File: src/rtl/ifetch_pkg.sv
// Shared constants for the fetch/decode front end: type-bit indices, format one-hots, opcode/funct fields.
// RV32M bit indices exist only when IFETCH_RV32M_EN is defined.
package ifetch_pkg;

  localparam int DEC_TYPE_BITS = 31;

  localparam int T_AND  = 0;
  localparam int T_OR   = 1;
  localparam int T_SRA  = 2;
  localparam int T_SRL  = 3;
  localparam int T_XOR  = 4;
  localparam int T_SLT  = 5;
  localparam int T_SLL  = 6;
  localparam int T_SUB  = 7;
  localparam int T_ADD  = 8;
  localparam int T_SRAI = 9;
  localparam int T_SRLI = 10;
  localparam int T_SLLI = 11;
  localparam int T_ANDI = 12;
  localparam int T_ORI  = 13;
  localparam int T_XORI = 14;
  localparam int T_SLTI = 15;
  localparam int T_ADDI = 16;
  localparam int T_SW   = 17;
  localparam int T_LW   = 18;
  localparam int T_BNE  = 19;
  localparam int T_BEQ  = 20;
  localparam int T_JALR = 21;
  localparam int T_JAL  = 22;
`ifdef IFETCH_RV32M_EN
  localparam int T_MUL    = 23;
  localparam int T_MULH   = 24;
  localparam int T_MULHSU = 25;
  localparam int T_MULHU  = 26;
  localparam int T_DIV    = 27;
  localparam int T_DIVU   = 28;
  localparam int T_REM    = 29;
  localparam int T_REMU   = 30;
`endif

  localparam logic [4:0] FMT_J = 5'b00001;
  localparam logic [4:0] FMT_B = 5'b00010;
  localparam logic [4:0] FMT_S = 5'b00100;
  localparam logic [4:0] FMT_I = 5'b01000;
  localparam logic [4:0] FMT_R = 5'b10000;

  localparam logic [6:0] OP_JAL    = 7'h6F;
  localparam logic [6:0] OP_JALR   = 7'h67;
  localparam logic [6:0] OP_BRANCH = 7'h63;
  localparam logic [6:0] OP_LOAD   = 7'h03;
  localparam logic [6:0] OP_STORE  = 7'h23;
  localparam logic [6:0] OP_IMM    = 7'h13;
  localparam logic [6:0] OP_REG    = 7'h33;

  localparam logic [6:0] F7_BASE   = 7'h00;
  localparam logic [6:0] F7_ALT    = 7'h20;
  localparam logic [6:0] F7_MULDIV = 7'h01;

  typedef struct packed {
    logic [DEC_TYPE_BITS-1:0] itype;
    logic [4:0]               format;
    logic                     illegal;
  } dec_info_t;

endpackage

File: src/rtl/ifetch_decode_queue_if.sv
// Bus bundle between the fetch/decode queue, instruction memory, redirect source and execute stage.
interface ifetch_decode_queue_if #(
  parameter int ADDR_W = 32,
  parameter int TYPE_W = 32
);
  logic              imem_req;
  logic [ADDR_W-1:0] imem_addr;
  logic              imem_rvalid;
  logic [31:0]       imem_rdata;
  logic              redirect_valid;
  logic [ADDR_W-1:0] redirect_pc;
  // dec_*: an entry moves when dec_valid && dec_ready on a rising edge; while dec_valid && !dec_ready the
  // head fields hold still, and dec_valid only falls after a transfer or on redirect/reset.
  logic              dec_valid;
  logic              dec_ready;
  logic [ADDR_W-1:0] dec_pc;
  logic [31:0]       dec_instr;
  logic [TYPE_W-1:0] dec_type;
  logic [4:0]        dec_format;
  logic              dec_illegal;

  modport master (
    output imem_req, imem_addr, dec_valid, dec_pc, dec_instr, dec_type, dec_format, dec_illegal,
    input  imem_rvalid, imem_rdata, redirect_valid, redirect_pc, dec_ready
  );

  modport slave (
    input  imem_req, imem_addr, dec_valid, dec_pc, dec_instr, dec_type, dec_format, dec_illegal,
    output imem_rvalid, imem_rdata, redirect_valid, redirect_pc, dec_ready
  );
endinterface

File: src/rtl/ifd_decoder.sv
// Combinational RV32I pre-decoder: instruction word -> one-hot type, one-hot format, illegal flag.
// IFETCH_RV32M_EN adds the funct7=0x01 multiply/divide group.
module ifd_decoder
  import ifetch_pkg::*;
(
  input  logic [31:0] instr,
  output dec_info_t   info
);
  logic [6:0]               opcode;
  logic [2:0]               funct3;
  logic [6:0]               funct7;
  logic [DEC_TYPE_BITS-1:0] itype;
  logic [4:0]               fmt;
  logic                     unused_fields;

  assign opcode        = instr[6:0];
  assign funct3        = instr[14:12];
  assign funct7        = instr[31:25];
  assign unused_fields = ^{instr[24:15], instr[11:7]};

  always_comb begin
    itype = '0;
    fmt   = '0;
    case (opcode)
      OP_JAL: begin
        itype[T_JAL] = 1'b1;
        fmt          = FMT_J;
      end
      OP_JALR: begin
        if (funct3 == 3'd0) itype[T_JALR] = 1'b1;
        fmt = FMT_I;
      end
      OP_BRANCH: begin
        if (funct3 == 3'd0)      itype[T_BEQ] = 1'b1;
        else if (funct3 == 3'd1) itype[T_BNE] = 1'b1;
        fmt = FMT_B;
      end
      OP_LOAD: begin
        if (funct3 == 3'd2) itype[T_LW] = 1'b1;
        fmt = FMT_I;
      end
      OP_STORE: begin
        if (funct3 == 3'd2) itype[T_SW] = 1'b1;
        fmt = FMT_S;
      end
      OP_IMM: begin
        fmt = FMT_I;
        case (funct3)
          3'd0: itype[T_ADDI] = 1'b1;
          3'd2: itype[T_SLTI] = 1'b1;
          3'd4: itype[T_XORI] = 1'b1;
          3'd6: itype[T_ORI]  = 1'b1;
          3'd7: itype[T_ANDI] = 1'b1;
          3'd1: if (funct7 == F7_BASE) itype[T_SLLI] = 1'b1;
          3'd5: begin
            if (funct7 == F7_BASE)     itype[T_SRLI] = 1'b1;
            else if (funct7 == F7_ALT) itype[T_SRAI] = 1'b1;
          end
          default: ;
        endcase
      end
      OP_REG: begin
        fmt = FMT_R;
        if (funct7 == F7_BASE) begin
          case (funct3)
            3'd0: itype[T_ADD] = 1'b1;
            3'd1: itype[T_SLL] = 1'b1;
            3'd2: itype[T_SLT] = 1'b1;
            3'd4: itype[T_XOR] = 1'b1;
            3'd5: itype[T_SRL] = 1'b1;
            3'd6: itype[T_OR]  = 1'b1;
            3'd7: itype[T_AND] = 1'b1;
            default: ;
          endcase
        end else if (funct7 == F7_ALT) begin
          if (funct3 == 3'd0)      itype[T_SUB] = 1'b1;
          else if (funct3 == 3'd5) itype[T_SRA] = 1'b1;
        end else if (funct7 == F7_MULDIV) begin
`ifdef IFETCH_RV32M_EN
          case (funct3)
            3'd0: itype[T_MUL]    = 1'b1;
            3'd1: itype[T_MULH]   = 1'b1;
            3'd2: itype[T_MULHSU] = 1'b1;
            3'd3: itype[T_MULHU]  = 1'b1;
            3'd4: itype[T_DIV]    = 1'b1;
            3'd5: itype[T_DIVU]   = 1'b1;
            3'd6: itype[T_REM]    = 1'b1;
            default: itype[T_REMU] = 1'b1;
          endcase
`else
          itype = '0;
`endif
        end
      end
      default: ;
    endcase
  end

  // Format is only reported for a fully matched word, so an illegal word carries all-zero type and format.
  assign info.itype   = itype;
  assign info.format  = (itype != '0) ? fmt : 5'b00000;
  assign info.illegal = (itype == '0);

endmodule

File: src/rtl/ifetch_decode_queue.sv
// Fetch/decode front end: PC generation, one-deep in-flight tracking and a circular queue of pre-decoded words.
// Optional RV32M decode is enabled by defining IFETCH_RV32M_EN.
module ifetch_decode_queue
  import ifetch_pkg::*;
#(
  parameter int                ADDR_W   = 32,
  parameter logic [ADDR_W-1:0] RESET_PC = '0,
  parameter int                DEPTH    = 4,
  parameter int                TYPE_W   = 32
) (
  input logic                   clk,
  input logic                   rst_n,
  ifetch_decode_queue_if.master bus
);
  localparam int IW = $clog2(DEPTH);
  localparam int PW = IW + 1;

  typedef struct packed {
    logic [ADDR_W-1:0] pc;
    logic [31:0]       instr;
    dec_info_t         info;
  } entry_t;

  logic [ADDR_W-1:0] pc_q, pc_d;
  logic              inflight_q, inflight_d;
  logic [ADDR_W-1:0] inflight_pc_q, inflight_pc_d;
  logic [PW-1:0]     wr_ptr_q, wr_ptr_d;
  logic [PW-1:0]     rd_ptr_q, rd_ptr_d;
  entry_t            queue_q [DEPTH];
  entry_t            queue_d [DEPTH];

  logic [PW-1:0]     count;
  logic [PW:0]       occupancy;
  logic              fetch, enq, deq, head_valid;
  entry_t            head, wr_entry;
  dec_info_t         wr_info;
  logic              unused_redirect_lsbs;

  ifd_decoder u_decoder (
    .instr (bus.imem_rdata),
    .info  (wr_info)
  );

  assign count      = wr_ptr_q - rd_ptr_q;
  // Slots already promised to an outstanding response count as occupied, so a request always has room.
  assign occupancy  = {1'b0, count} + {{PW{1'b0}}, inflight_q};
  assign fetch      = !rst_n && !bus.redirect_valid && (occupancy < (PW+1)'(DEPTH));
  assign enq        = bus.imem_rvalid && inflight_q;
  assign head_valid = (count != '0);
  assign deq        = head_valid && bus.dec_ready;
  assign head       = queue_q[rd_ptr_q[IW-1:0]];
  assign wr_entry   = '{pc: inflight_pc_q, instr: bus.imem_rdata, info: wr_info};
  assign unused_redirect_lsbs = ^bus.redirect_pc[1:0];

  always_comb begin
    pc_d          = pc_q;
    inflight_d    = fetch;
    inflight_pc_d = inflight_pc_q;
    wr_ptr_d      = wr_ptr_q + PW'(enq);
    rd_ptr_d      = rd_ptr_q + PW'(deq);
    queue_d       = queue_q;
    if (enq) queue_d[wr_ptr_q[IW-1:0]] = wr_entry;
    if (fetch) begin
      pc_d          = pc_q + ADDR_W'(4);
      inflight_pc_d = pc_q;
    end
    // Redirect empties the queue; no request goes out this cycle, so nothing can land next cycle.
    if (bus.redirect_valid) begin
      pc_d     = {bus.redirect_pc[ADDR_W-1:2], 2'b00};
      wr_ptr_d = '0;
      rd_ptr_d = '0;
    end
  end

  always_ff @(posedge clk) begin
    if (rst_n) begin
      pc_q          <= RESET_PC;
      inflight_q    <= 1'b0;
      inflight_pc_q <= '0;
      wr_ptr_q      <= '0;
      rd_ptr_q      <= '0;
      for (int i = 0; i < DEPTH; i++) queue_q[i] <= '0;
    end else begin
      pc_q          <= pc_d;
      inflight_q    <= inflight_d;
      inflight_pc_q <= inflight_pc_d;
      wr_ptr_q      <= wr_ptr_d;
      rd_ptr_q      <= rd_ptr_d;
      queue_q       <= queue_d;
    end
  end

  assign bus.imem_req    = fetch;
  assign bus.imem_addr   = pc_q;
  assign bus.dec_valid   = head_valid;
  assign bus.dec_pc      = head_valid ? head.pc : '0;
  assign bus.dec_instr   = head_valid ? head.instr : 32'd0;
  assign bus.dec_type    = head_valid ? TYPE_W'(head.info.itype) : '0;
  assign bus.dec_format  = head_valid ? head.info.format : 5'b00000;
  assign bus.dec_illegal = head_valid && head.info.illegal;

endmodule

File: src/flat_wrapper.sv
// flat-port wrapper written by rule: the top's interface ports become plain ports
module ifetch_decode_queue_flat import ifetch_pkg::*;
#(
  parameter int                ADDR_W   = 32,
  parameter logic [ADDR_W-1:0] RESET_PC = '0,
  parameter int                DEPTH    = 4,
  parameter int                TYPE_W   = 32
)
  (clk, rst_n, bus_imem_req, bus_imem_addr, bus_dec_valid, bus_dec_pc, bus_dec_instr, bus_dec_type, bus_dec_format, bus_dec_illegal, bus_imem_rvalid, bus_imem_rdata, bus_redirect_valid, bus_redirect_pc, bus_dec_ready);
  ifetch_decode_queue_if #(.ADDR_W(ADDR_W), .TYPE_W(TYPE_W)) bus_i ();
  input logic clk;
  input logic rst_n;
  output wire logic [$bits(bus_i.imem_req)-1:0] bus_imem_req;
  output wire logic [$bits(bus_i.imem_addr)-1:0] bus_imem_addr;
  output wire logic [$bits(bus_i.dec_valid)-1:0] bus_dec_valid;
  output wire logic [$bits(bus_i.dec_pc)-1:0] bus_dec_pc;
  output wire logic [$bits(bus_i.dec_instr)-1:0] bus_dec_instr;
  output wire logic [$bits(bus_i.dec_type)-1:0] bus_dec_type;
  output wire logic [$bits(bus_i.dec_format)-1:0] bus_dec_format;
  output wire logic [$bits(bus_i.dec_illegal)-1:0] bus_dec_illegal;
  input wire logic [$bits(bus_i.imem_rvalid)-1:0] bus_imem_rvalid;
  input wire logic [$bits(bus_i.imem_rdata)-1:0] bus_imem_rdata;
  input wire logic [$bits(bus_i.redirect_valid)-1:0] bus_redirect_valid;
  input wire logic [$bits(bus_i.redirect_pc)-1:0] bus_redirect_pc;
  input wire logic [$bits(bus_i.dec_ready)-1:0] bus_dec_ready;
  assign bus_imem_req = bus_i.imem_req;
  assign bus_imem_addr = bus_i.imem_addr;
  assign bus_dec_valid = bus_i.dec_valid;
  assign bus_dec_pc = bus_i.dec_pc;
  assign bus_dec_instr = bus_i.dec_instr;
  assign bus_dec_type = bus_i.dec_type;
  assign bus_dec_format = bus_i.dec_format;
  assign bus_dec_illegal = bus_i.dec_illegal;
  assign bus_i.imem_rvalid = bus_imem_rvalid;
  assign bus_i.imem_rdata = bus_imem_rdata;
  assign bus_i.redirect_valid = bus_redirect_valid;
  assign bus_i.redirect_pc = bus_redirect_pc;
  assign bus_i.dec_ready = bus_dec_ready;
  ifetch_decode_queue #(.ADDR_W(ADDR_W), .RESET_PC(RESET_PC), .DEPTH(DEPTH), .TYPE_W(TYPE_W)) u_core (.clk(clk), .rst_n(rst_n), .bus(bus_i));
endmodule
File: config.mk
export PLATFORM = sky130hd
export DESIGN_NAME = ifetch_decode_queue_flat
export DESIGN_NICKNAME = d
export VERILOG_FILES = /design/src/rtl/ifetch_pkg.sv /design/src/rtl/ifetch_decode_queue_if.sv /design/src/rtl/ifd_decoder.sv /design/src/rtl/ifetch_decode_queue.sv /design/src/flat_wrapper.sv
export SDC_FILE = /design/constraint.sdc
export NUM_CORES = 1
export LEC_CHECK = 0
export CORE_ASPECT_RATIO = 1.75
export CORE_MARGIN = 2
export CORE_UTILIZATION = 51
export DETAILED_ROUTE_END_ITERATION = 12
export PLACE_DENSITY = 0.76
export SYNTH_ARGS = -nofsm -noshare
export SYNTH_HDL_FRONTEND = slang
export SYNTH_SLANG_ARGS = --single-unit
File: constraint.sdc
create_clock -name clk -period 2.6 [get_ports clk]
set_input_delay 0.39 -clock clk [delete_from_list [all_inputs] [get_ports clk]]
set_output_delay 0.39 -clock clk [all_outputs]
set_load 0.02 [all_outputs]
==> flow_summary.html, run 1 <==
<table>
<tr><th>Metric</th><th>Value</th></tr>
<tr><th colspan="2">GRT</th></tr>
<tr><td>GRT overflow</td><td>0</td></tr>
<tr><td>Number of antenna violations at the first check in global routing</td><td>1</td></tr>
<tr><td>Maximum number of pins on one net before global-route repair</td><td>around 210</td></tr>
<tr><td>Vias in the first global route</td><td>16879</td></tr>
<tr><td>Total global-route track usage</td><td>28.9%</td></tr>
<tr><td>Global-route wire length before repair</td><td>88100 µm</td></tr>
<tr><th colspan="2">Synthesis</th></tr>
<tr><td>Top FF cell, synth</td><td>dfxtp_1</td></tr>
<tr><td>Count of yosys warnings during synthesis</td><td>0</td></tr>
<tr><td>Share of the synthesized area in the top cell type</td><td>46.0%</td></tr>
<tr><td>Cell types with the highest counts after synthesis</td><td>nand2_1 (802), dfxtp_1 (431), a21oi_1 (406), clkbuf_1 (148), nor2b_1 (94)</td></tr>
<tr><td>Mapped Cells</td><td>2251</td></tr>
<tr><td>Cell type with the highest aggregate area in the netlist</td><td>dfxtp_1</td></tr>
<tr><td>Number of synthesized flops with an enable pin</td><td>0</td></tr>
<tr><td>Synth area leaders</td><td>dfxtp_1 (46%), nand2_1 (16%), mux4_2 (11%), a21oi_1 (11%), nor2b_1 (3.1%)</td></tr>
<tr><td>Share of synthesized flip-flops with an asynchronous set or reset</td><td>0%</td></tr>
<tr><td>Proportion of synthesized chip area in sequential cells</td><td>46.0%</td></tr>
<tr><td>Cell Area, Synth</td><td>between 0.015 and 0.02 mm²</td></tr>
<tr><td>Synth unique cells</td><td>69</td></tr>
<tr><td>Library cell with the highest instance count after synthesis</td><td>nand2_1</td></tr>
<tr><td>Flops &amp; latches, synth</td><td>431</td></tr>
<tr><td>Syn avg cell area</td><td>8.33 µm²</td></tr>
<tr><th colspan="2">STA</th></tr>
<tr><td>Period utilization</td><td>108%</td></tr>
<tr><td>Final setup slack of the worst path</td><td>-0.197 ns</td></tr>
<tr><td>Total count of hold-check failures in the final report</td><td>0</td></tr>
<tr><td>RSZ-0062 raised after global routing</td><td>yes</td></tr>
<tr><td>Max Clock Freq</td><td>357 MHz</td></tr>
<tr><td>Pins Over Slew Limit</td><td>0</td></tr>
<tr><td>Clock period minus worst slack</td><td>~2.8 ns</td></tr>
<tr><td>Slew HR</td><td>31.2%</td></tr>
<tr><td>Worst Max-Slew Pin Slew</td><td>just over 1 ns</td></tr>
<tr><td>Worst clock skew on the final layout</td><td>0.0170 ns</td></tr>
<tr><td>Total of endpoints with negative setup slack in the final report</td><td>between 90 and 100</td></tr>
<tr><th colspan="2">Clock tree</th></tr>
<tr><td>CTS tree</td><td>yes</td></tr>
<tr><td>Cell chosen for the clock root</td><td>clkbuf_16</td></tr>
<tr><td>CTS max path bufs</td><td>3</td></tr>
<tr><td>Number of clock buffers inserted by TritonCTS</td><td>40</td></tr>
<tr><td>Clk sink count</td><td>431</td></tr>
<tr><td>Clock-pin transition on the worst setup and hold timing paths</td><td>0.07 ns</td></tr>
<tr><td>Number of levels in the clock H-tree</td><td>2</td></tr>
<tr><td>Worst-Skew Late Latency</td><td>0.55 ns</td></tr>
<tr><th colspan="2">Flow run</th></tr>
<tr><td>Maximum capacitance violations</td><td>0</td></tr>
<tr><th colspan="2">Route</th></tr>
<tr><td>Residual antenna-violating net count after detailed routing</td><td>0</td></tr>
<tr><td>Count of unresolved DRC violations after routing</td><td>0</td></tr>
<tr><td>Routed len/inst</td><td>19.3 µm</td></tr>
<tr><td>Total number of vias</td><td>17003</td></tr>
<tr><td>Post-Route WL</td><td>56300 µm</td></tr>
<tr><td>1st-iter DRT viols</td><td>1357</td></tr>
<tr><td>DRT Pass-1 Iters</td><td>5</td></tr>
<tr><td>Vias per inst</td><td>5.81</td></tr>
<tr><th colspan="2">Setup path</th></tr>
<tr><td>Crit path required time</td><td>2.21 ns</td></tr>
<tr><td>Slowest cell on crit path</td><td>dfxtp_2</td></tr>
<tr><td>Top fanout value on the critical path</td><td>8</td></tr>
<tr><td>Crit Path Category</td><td>flip-flop to output port</td></tr>
<tr><td>Ordered list of cells on the worst path</td><td>inv_2, ha_4, fa_2, xnor3_1, and3_4, buf_8, buf_12, nor2b_1, buf_4</td></tr>
<tr><td>CP peak stage delay</td><td>0.33 ns</td></tr>
<tr><td>CP Capture Type</td><td>output port</td></tr>
<tr><td>Kind of start point of the critical path</td><td>flip-flop</td></tr>
<tr><td>Buf+Inv Stages, Crit Path</td><td>4</td></tr>
<tr><td>Dominant delay contributor by cell family on the critical path</td><td>buffers and inverters</td></tr>
<tr><td>Critical Path AT</td><td>~2.4 ns</td></tr>
<tr><th colspan="2">Placed design</th></tr>
<tr><td>Input/output buffers</td><td>189</td></tr>
<tr><td>Placer congestion estimate</td><td>0.857</td></tr>
<tr><td>Number of placed cells counting well taps</td><td>about 2800</td></tr>
<tr><td>Hpwl dp</td><td>35300 µm</td></tr>
<tr><th colspan="2">Pwr</th></tr>
<tr><td>Cell leakage power</td><td>between 0.007 and 0.008 µW</td></tr>
<tr><td>Worst vdd ir</td><td>509 µV</td></tr>
<tr><td>Power, Total</td><td>13700 µW</td></tr>
<tr><td>Power per standard cell area</td><td>586 mW/mm²</td></tr>
<tr><th colspan="2">Hold path</th></tr>
<tr><td>Worst min-delay path category</td><td>input port to flip-flop</td></tr>
<tr><th colspan="2">Floorplan</th></tr>
<tr><td>I/O pin count</td><td>205</td></tr>
<tr><td>Placement row count</td><td>92</td></tr>
<tr><td>Starting density of the core</td><td>around 52%</td></tr>
<tr><td>Overall die width</td><td>149 µm</td></tr>
<tr><td>Die H</td><td>~260 µm</td></tr>
<tr><td>Area inside the core boundary</td><td>0.0361 mm²</td></tr>
<tr><td>DIE AREA</td><td>0.0384 mm²</td></tr>
<tr><th colspan="2">Cells and area</th></tr>
<tr><td>Fin nets</td><td>roughly 2500</td></tr>
<tr><td>Finished Layout Cells</td><td>2925</td></tr>
<tr><td>Fraction of layout cells with a size suffix above 1</td><td>18.3%</td></tr>
<tr><td>Filler cell count in the final layout</td><td>3011</td></tr>
<tr><td>Signed area change from the synthesized netlist to the final layout</td><td>24.6%</td></tr>
<tr><th colspan="2">Status</th></tr>
<tr><td>Outcome</td><td>finished with violations</td></tr>
<tr><td>Failing checks</td><td>setup timing</td></tr>
</table>
==> registers in the layout, indices dropped and copies added, names as in the netlist <==
| register | flops |
|---|---|
| u_core.bus.imem_addr | 30 |
| u_core.inflight_pc_q | 30 |
| u_core.inflight_q | 1 |
| u_core.queue_q | 364 |
| u_core.rd_ptr_q | 3 |
| u_core.wr_ptr_q | 3 |
==> final timing paths <==
path | startpoint | endpoint | slack, ns | cells after the start
setup / recovery | u_core.wr_ptr_q[0] | bus_dec_instr[31] | -0.20 | 9
hold / removal | rst_n | u_core.bus.imem_addr[5] | 0.11 | 2
hold reg to reg | u_core.queue_q[114] | u_core.queue_q[114] | 0.45 | 2
setup reg to reg | u_core.wr_ptr_q[0] | u_core.bus.imem_addr[16] | 0.13 | 13
==> cell type report <==
class / count / area [µm²] / share of cell area (%)
Timing Repair Buffer: 318 / 3150 / 13.5
Clock inverter: 12 / 154 / 0.659
Clock buffer: 58 / 1170 / 5.02
Tap cell: 470 / 588 / 2.52
Sequential cell: 431 / 8640 / 37.0
Inverter: 14 / 57.6 / 0.246
Antenna cell: 1 / 2.50 / 0.0107
Multi-Input combinational cell: 1621 / 9600 / 41.1
==> metrics by stage <==
stage	utilization [%]	cell area (µm²)	TNS [ns]	hold WS, ns	setup slack [ns]
after detailed placement	60.0	21700	-23.28	0.438	-0.310
after CTS	63.6	23000	-15.52	0.0839	-0.199
after floorplan	-	18800	-1.97	0.420	-0.0282
final	64.7	23400	-13.91	0.106	-0.197
after global placement	60.0	21700	-16.04	0.431	-0.212
after global routing	64.6	23400	-23.87	0.0986	-0.306
==> power breakdown <==
group          total [µW]  internal (µW)  leakage (µW)  switching, µW
combinational         962            398       0.00362            563
clock                5990           3450      0.000653           2540
sequential           6730           6660       0.00348           69.4
total               13700          10500       0.00775           3180
==> per-layer routing <==
metal / part of all wire, % / vias to the layer above / track usage [%]
met5: 0.023 / - / 0
met4: 6.4 / 2 / 19.2
met3: 6.2 / 170 / 3.85
met2: 52 / 752 / 51.9
met1: 35 / 8133 / 31.4
li1: - / 7946 / -
==> cell families after synthesis <==
kind of cell	count (synthesis)	synth area share [%]
fa+ha+maj	7	0.507
other cells	1	0.0200
flops	431	46.0
xor+xnor	5	0.307
compound gates	467	13.2
buf+inv	211	4.72
mux	100	11.5
simple gates	1029	23.7
==> layout by cell type, fill, tap and decap left out, types with 7 or more instances in the layout <==
cell / count
dfxtp_1: 428
o31ai_1: 9
nor4_1: 14
buf_12: 23
nor2b_4: 26
nand2_1: 800
clkdlybuf4s50_1: 95
nand3_1: 13
nand4_1: 11
nor2b_1: 58
inv_1: 11
a21oi_1: 406
nor2b_2: 10
buf_6: 34
mux2_2: 7
nor2_1: 18
clkbuf_1: 11
conb_1: 13
buf_2: 15
clkbuf_16: 45
a31oi_1: 8
nor3_1: 14
o21ai_0: 7
mux4_2: 91
buf_4: 142
==> repair_timing <==
action / in CTS / in global routing
cloned: 3 / 2
hold buffers: 0 / 0
buffers inserted: 9 / 0
pin swaps: 2 / 1
endpoints found under the setup margin: 98 / 102
gates resized for setup: 472 / 85
Note: power is estimated with default switching activity, not from simulation.
==> inputs of run 2 (changes only) <==
CTS_CLUSTER_DIAMETER = 150   (was default)
==> results of run 2 <==
Same layout as run 1: the final DEF is identical, and so are final timing and power.
==> inputs of run 3 (changes only) <==
MAX_ROUTING_LAYER = met4   (was default)
==> flow_summary.html, run 3 (synthesis results as in run 1) <==
<table>
<tr><th>Metric</th><th>Value</th></tr>
<tr><th colspan="2">STA</th></tr>
<tr><td>Worst hold-check slack</td><td>0.107 ns (was 0.106 ns)</td></tr>
<tr><td>Final setup slack of the worst path</td><td>-0.200 ns (was -0.197 ns)</td></tr>
<tr><td>Aggregate negative setup slack</td><td>-13.30 ns (was -13.91 ns)</td></tr>
<tr><td>Worst Max-Slew Pin Slew</td><td>1.05 ns (was 1.03 ns)</td></tr>
<tr><td>Worst clock skew on the final layout</td><td>0.0145 ns (was 0.0170 ns)</td></tr>
<tr><td>Clock period minus worst slack</td><td>2.80 ns (about the same)</td></tr>
<tr><td>RSZ-0062 raised after global routing</td><td>yes (unchanged)</td></tr>
<tr><td>Total of endpoints with negative setup slack in the final report</td><td>92 (unchanged)</td></tr>
<tr><td>Max Clock Freq</td><td>357 MHz (about the same)</td></tr>
<tr><td>Pins Over Slew Limit</td><td>0 (unchanged)</td></tr>
<tr><td>Total count of hold-check failures in the final report</td><td>0 (unchanged)</td></tr>
<tr><td>Slew HR</td><td>30.0% (was 31.2%)</td></tr>
<tr><td>Period utilization</td><td>108% (about the same)</td></tr>
<tr><th colspan="2">Route</th></tr>
<tr><td>Vias per inst</td><td>5.79 (was 5.81)</td></tr>
<tr><td>Routed len/inst</td><td>19.3 µm (about the same)</td></tr>
<tr><td>Total number of vias</td><td>16925 (was 17003)</td></tr>
<tr><td>Residual antenna-violating net count after detailed routing</td><td>0 (unchanged)</td></tr>
<tr><td>1st-iter DRT viols</td><td>1264 (was 1357)</td></tr>
<tr><td>DRT Pass-1 Iters</td><td>5 (unchanged)</td></tr>
<tr><td>Count of unresolved DRC violations after routing</td><td>0 (unchanged)</td></tr>
<tr><td>Post-Route WL</td><td>56400 µm (was 56300 µm)</td></tr>
<tr><th colspan="2">Setup path</th></tr>
<tr><td>CP Capture Type</td><td>output port (unchanged)</td></tr>
<tr><td>Kind of start point of the critical path</td><td>flip-flop (unchanged)</td></tr>
<tr><td>Crit Path Category</td><td>flip-flop to output port (unchanged)</td></tr>
<tr><td>Ordered list of cells on the worst path</td><td>inv_2, ha_4, fa_2, xnor3_1, and3_4, buf_12, clkbuf_16, nor2b_1, buf_4 (was inv_2, ha_4, fa_2, xnor3_1, and3_4, buf_8, buf_12, nor2b_1, buf_4)</td></tr>
<tr><td>CP peak stage delay</td><td>0.33 ns (about the same)</td></tr>
<tr><td>Critical Path AT</td><td>2.41 ns (about the same)</td></tr>
<tr><td>Worst R2R Setup Slack</td><td>0.13 ns (about the same)</td></tr>
<tr><td>Crit path required time</td><td>2.21 ns (about the same)</td></tr>
<tr><td>Slowest cell on crit path</td><td>dfxtp_2 (unchanged)</td></tr>
<tr><td>Top fanout value on the critical path</td><td>7 (was 8)</td></tr>
<tr><th colspan="2">Clock tree</th></tr>
<tr><td>CTS max path bufs</td><td>3 (unchanged)</td></tr>
<tr><td>CTS tree</td><td>yes (unchanged)</td></tr>
<tr><td>Clk sink count</td><td>431 (unchanged)</td></tr>
<tr><td>Number of levels in the clock H-tree</td><td>2 (unchanged)</td></tr>
<tr><td>Number of clock buffers inserted by TritonCTS</td><td>40 (unchanged)</td></tr>
<tr><td>Number of buffers inserted by hold repair at cts</td><td>0 (unchanged)</td></tr>
<tr><td>Cell chosen for the clock root</td><td>clkbuf_16 (unchanged)</td></tr>
<tr><td>Worst-Skew Late Latency</td><td>0.55 ns (about the same)</td></tr>
<tr><td>Clock-pin transition on the worst setup and hold timing paths</td><td>0.07 ns (about the same)</td></tr>
<tr><th colspan="2">GRT</th></tr>
<tr><td>Vias in the first global route</td><td>16884 (was 16879)</td></tr>
<tr><td>Maximum number of pins on one net before global-route repair</td><td>211 (unchanged)</td></tr>
<tr><td>GRT overflow</td><td>0 (unchanged)</td></tr>
<tr><td>Total global-route track usage</td><td>29.8% (was 28.9%)</td></tr>
<tr><td>Global-route wire length before repair</td><td>88000 µm (was 88100 µm)</td></tr>
<tr><td>Number of antenna violations at the first check in global routing</td><td>1 (unchanged)</td></tr>
<tr><th colspan="2">Pwr</th></tr>
<tr><td>Clock network fraction of design power</td><td>43.8% (about the same)</td></tr>
<tr><td>Worst vdd ir</td><td>508 µV (was 509 µV)</td></tr>
<tr><td>Power per standard cell area</td><td>588 mW/mm² (was 586 mW/mm²)</td></tr>
<tr><td>Sequential Power Share</td><td>49.2% (about the same)</td></tr>
<tr><td>Internal</td><td>10500 µW (about the same)</td></tr>
<tr><td>Combinational group share of total power</td><td>6.9% (was 7.0%)</td></tr>
<tr><td>Power, Total</td><td>13700 µW (about the same)</td></tr>
<tr><td>Switching Fraction</td><td>23.2% (about the same)</td></tr>
<tr><td>Switching power total</td><td>3180 µW (about the same)</td></tr>
<tr><td>Cell leakage power</td><td>0.00773 µW (was 0.00775 µW)</td></tr>
<tr><th colspan="2">Cells and area</th></tr>
<tr><td>Finished Core Util</td><td>64.3% (was 64.7%)</td></tr>
<tr><td>Most common cell after layout, fill and taps aside</td><td>nand2_1 (unchanged)</td></tr>
<tr><td>Signed area change from the synthesized netlist to the final layout</td><td>24.0% (was 24.6%)</td></tr>
<tr><td>Fraction of layout cells with a size suffix above 1</td><td>17.9% (was 18.3%)</td></tr>
<tr><td>Flip-flop count of the largest register, all copies and words added</td><td>364 (unchanged)</td></tr>
<tr><td>Fin nets</td><td>2501 (was 2502)</td></tr>
<tr><td>Filler cell count in the final layout</td><td>3029 (was 3011)</td></tr>
<tr><td>Register with the most flip-flops</td><td>u_core.queue_q (unchanged)</td></tr>
<tr><td>Most frequent cells in the layout</td><td>nand2_1 (800), dfxtp_1 (428), a21oi_1 (406), buf_4 (149), clkdlybuf4s50_1 (95) (was nand2_1 (800), dfxtp_1 (428), a21oi_1 (406), buf_4 (142), clkdlybuf4s50_1 (95))</td></tr>
<tr><th colspan="2">Status</th></tr>
<tr><td>Failing checks</td><td>setup timing (unchanged)</td></tr>
<tr><td>Outcome</td><td>finished with violations (unchanged)</td></tr>
<tr><th colspan="2">Floorplan</th></tr>
<tr><td>Starting density of the core</td><td>51.9% (unchanged)</td></tr>
<tr><td>Area inside the core boundary</td><td>0.0361 mm² (unchanged)</td></tr>
<tr><td>Placement row count</td><td>92 (unchanged)</td></tr>
<tr><td>I/O pin count</td><td>205 (unchanged)</td></tr>
<tr><td>Die H</td><td>258 µm (unchanged)</td></tr>
<tr><td>Overall die width</td><td>149 µm (unchanged)</td></tr>
<tr><td>DIE AREA</td><td>0.0384 mm² (unchanged)</td></tr>
<tr><th colspan="2">Flow run</th></tr>
<tr><td>Maximum capacitance violations</td><td>0 (unchanged)</td></tr>
<tr><th colspan="2">Placed design</th></tr>
<tr><td>Input/output buffers</td><td>189 (unchanged)</td></tr>
<tr><td>Placer congestion estimate</td><td>0.871 (was 0.857)</td></tr>
<tr><td>Hpwl dp</td><td>35300 µm (unchanged)</td></tr>
<tr><th colspan="2">Hold path</th></tr>
<tr><td>Worst min-delay path category</td><td>input port to flip-flop (unchanged)</td></tr>
</table>
[run 3: metrics by stage]
| stage | std cells | setup WS (ns) | instance area, µm² |
|---|---|---|---|
| after global placement | 2840 | -0.212 | 21700 |
| after detailed placement | 2840 | -0.310 | 21700 |
| final | 2924 | -0.200 | 23200 |
| after floorplan | 2263 | -0.0282 | 18800 |
| after global routing | 2924 | -0.295 | 23200 |
| after CTS | 2922 | -0.199 | 23000 |
[run 3: routing by layer]
layer / part of all wire, % / GRT usage (%) / wire [µm] / vias up
li1: - / - / - / 7941
met1: 36 / 31.5 / 20000 / 8090
met2: 53 / 52.0 / 29700 / 729
met3: 5.8 / 3.55 / 3290 / 165
met4: 6.0 / 19.1 / 3370 / 0
met5: 0 / - / 0 / -
[run 3: what timing repair did]
action / 4_1_cts / 5_1_grt
resized for setup: 472 / 59
buffers inserted: 9 / 0
setup endpoints to repair: 98 / 102
cloned: 3 / 1
pin swaps: 2 / 1
[run 3: final timing paths]
kind	to	startpoint	cells past startpoint
worst max register to register	u_core.bus.imem_addr[16]	u_core.wr_ptr_q[0]	13
worst min-delay path	u_core.bus.imem_addr[5]	rst_n	2
worst min register to register	u_core.queue_q[114]	u_core.queue_q[114]	2
worst max-delay path	bus_dec_instr[4]	u_core.wr_ptr_q[0]	9
[run 3: power groups by stage]
stage               logic [µW]  clock network (µW)  registers (µW)
floorplan                  424                   0            6900
global placement           847                   0            6880
detailed placement         859                   0            6880
CTS                        918                6060            6730
global route              1010                6350            6740
finish                     948                6000            6730
[run 3: critical path, delay by kind of cell, from the launching register on]
| family | cells | cell delay, ns |
|---|---|---|
| buf+inv | 4 | 0.53 |
| simple gates | 2 | 0.33 |
| flops | 1 | 0.33 |
| fa+ha+maj | 2 | 0.48 |
| xor+xnor | 1 | 0.20 |
[run 3: area by class of cell]
type	count	area, µm²	area share [%]
clock buffers	58	1170	5.04
inverters	14	57.6	0.248
well taps	470	588	2.53
clock inverters	12	154	0.662
diodes	1	2.50	0.0108
repair buffers	317	3090	13.3
multi-input cells	1621	9550	41.1
flip-flops and latches	431	8640	37.2
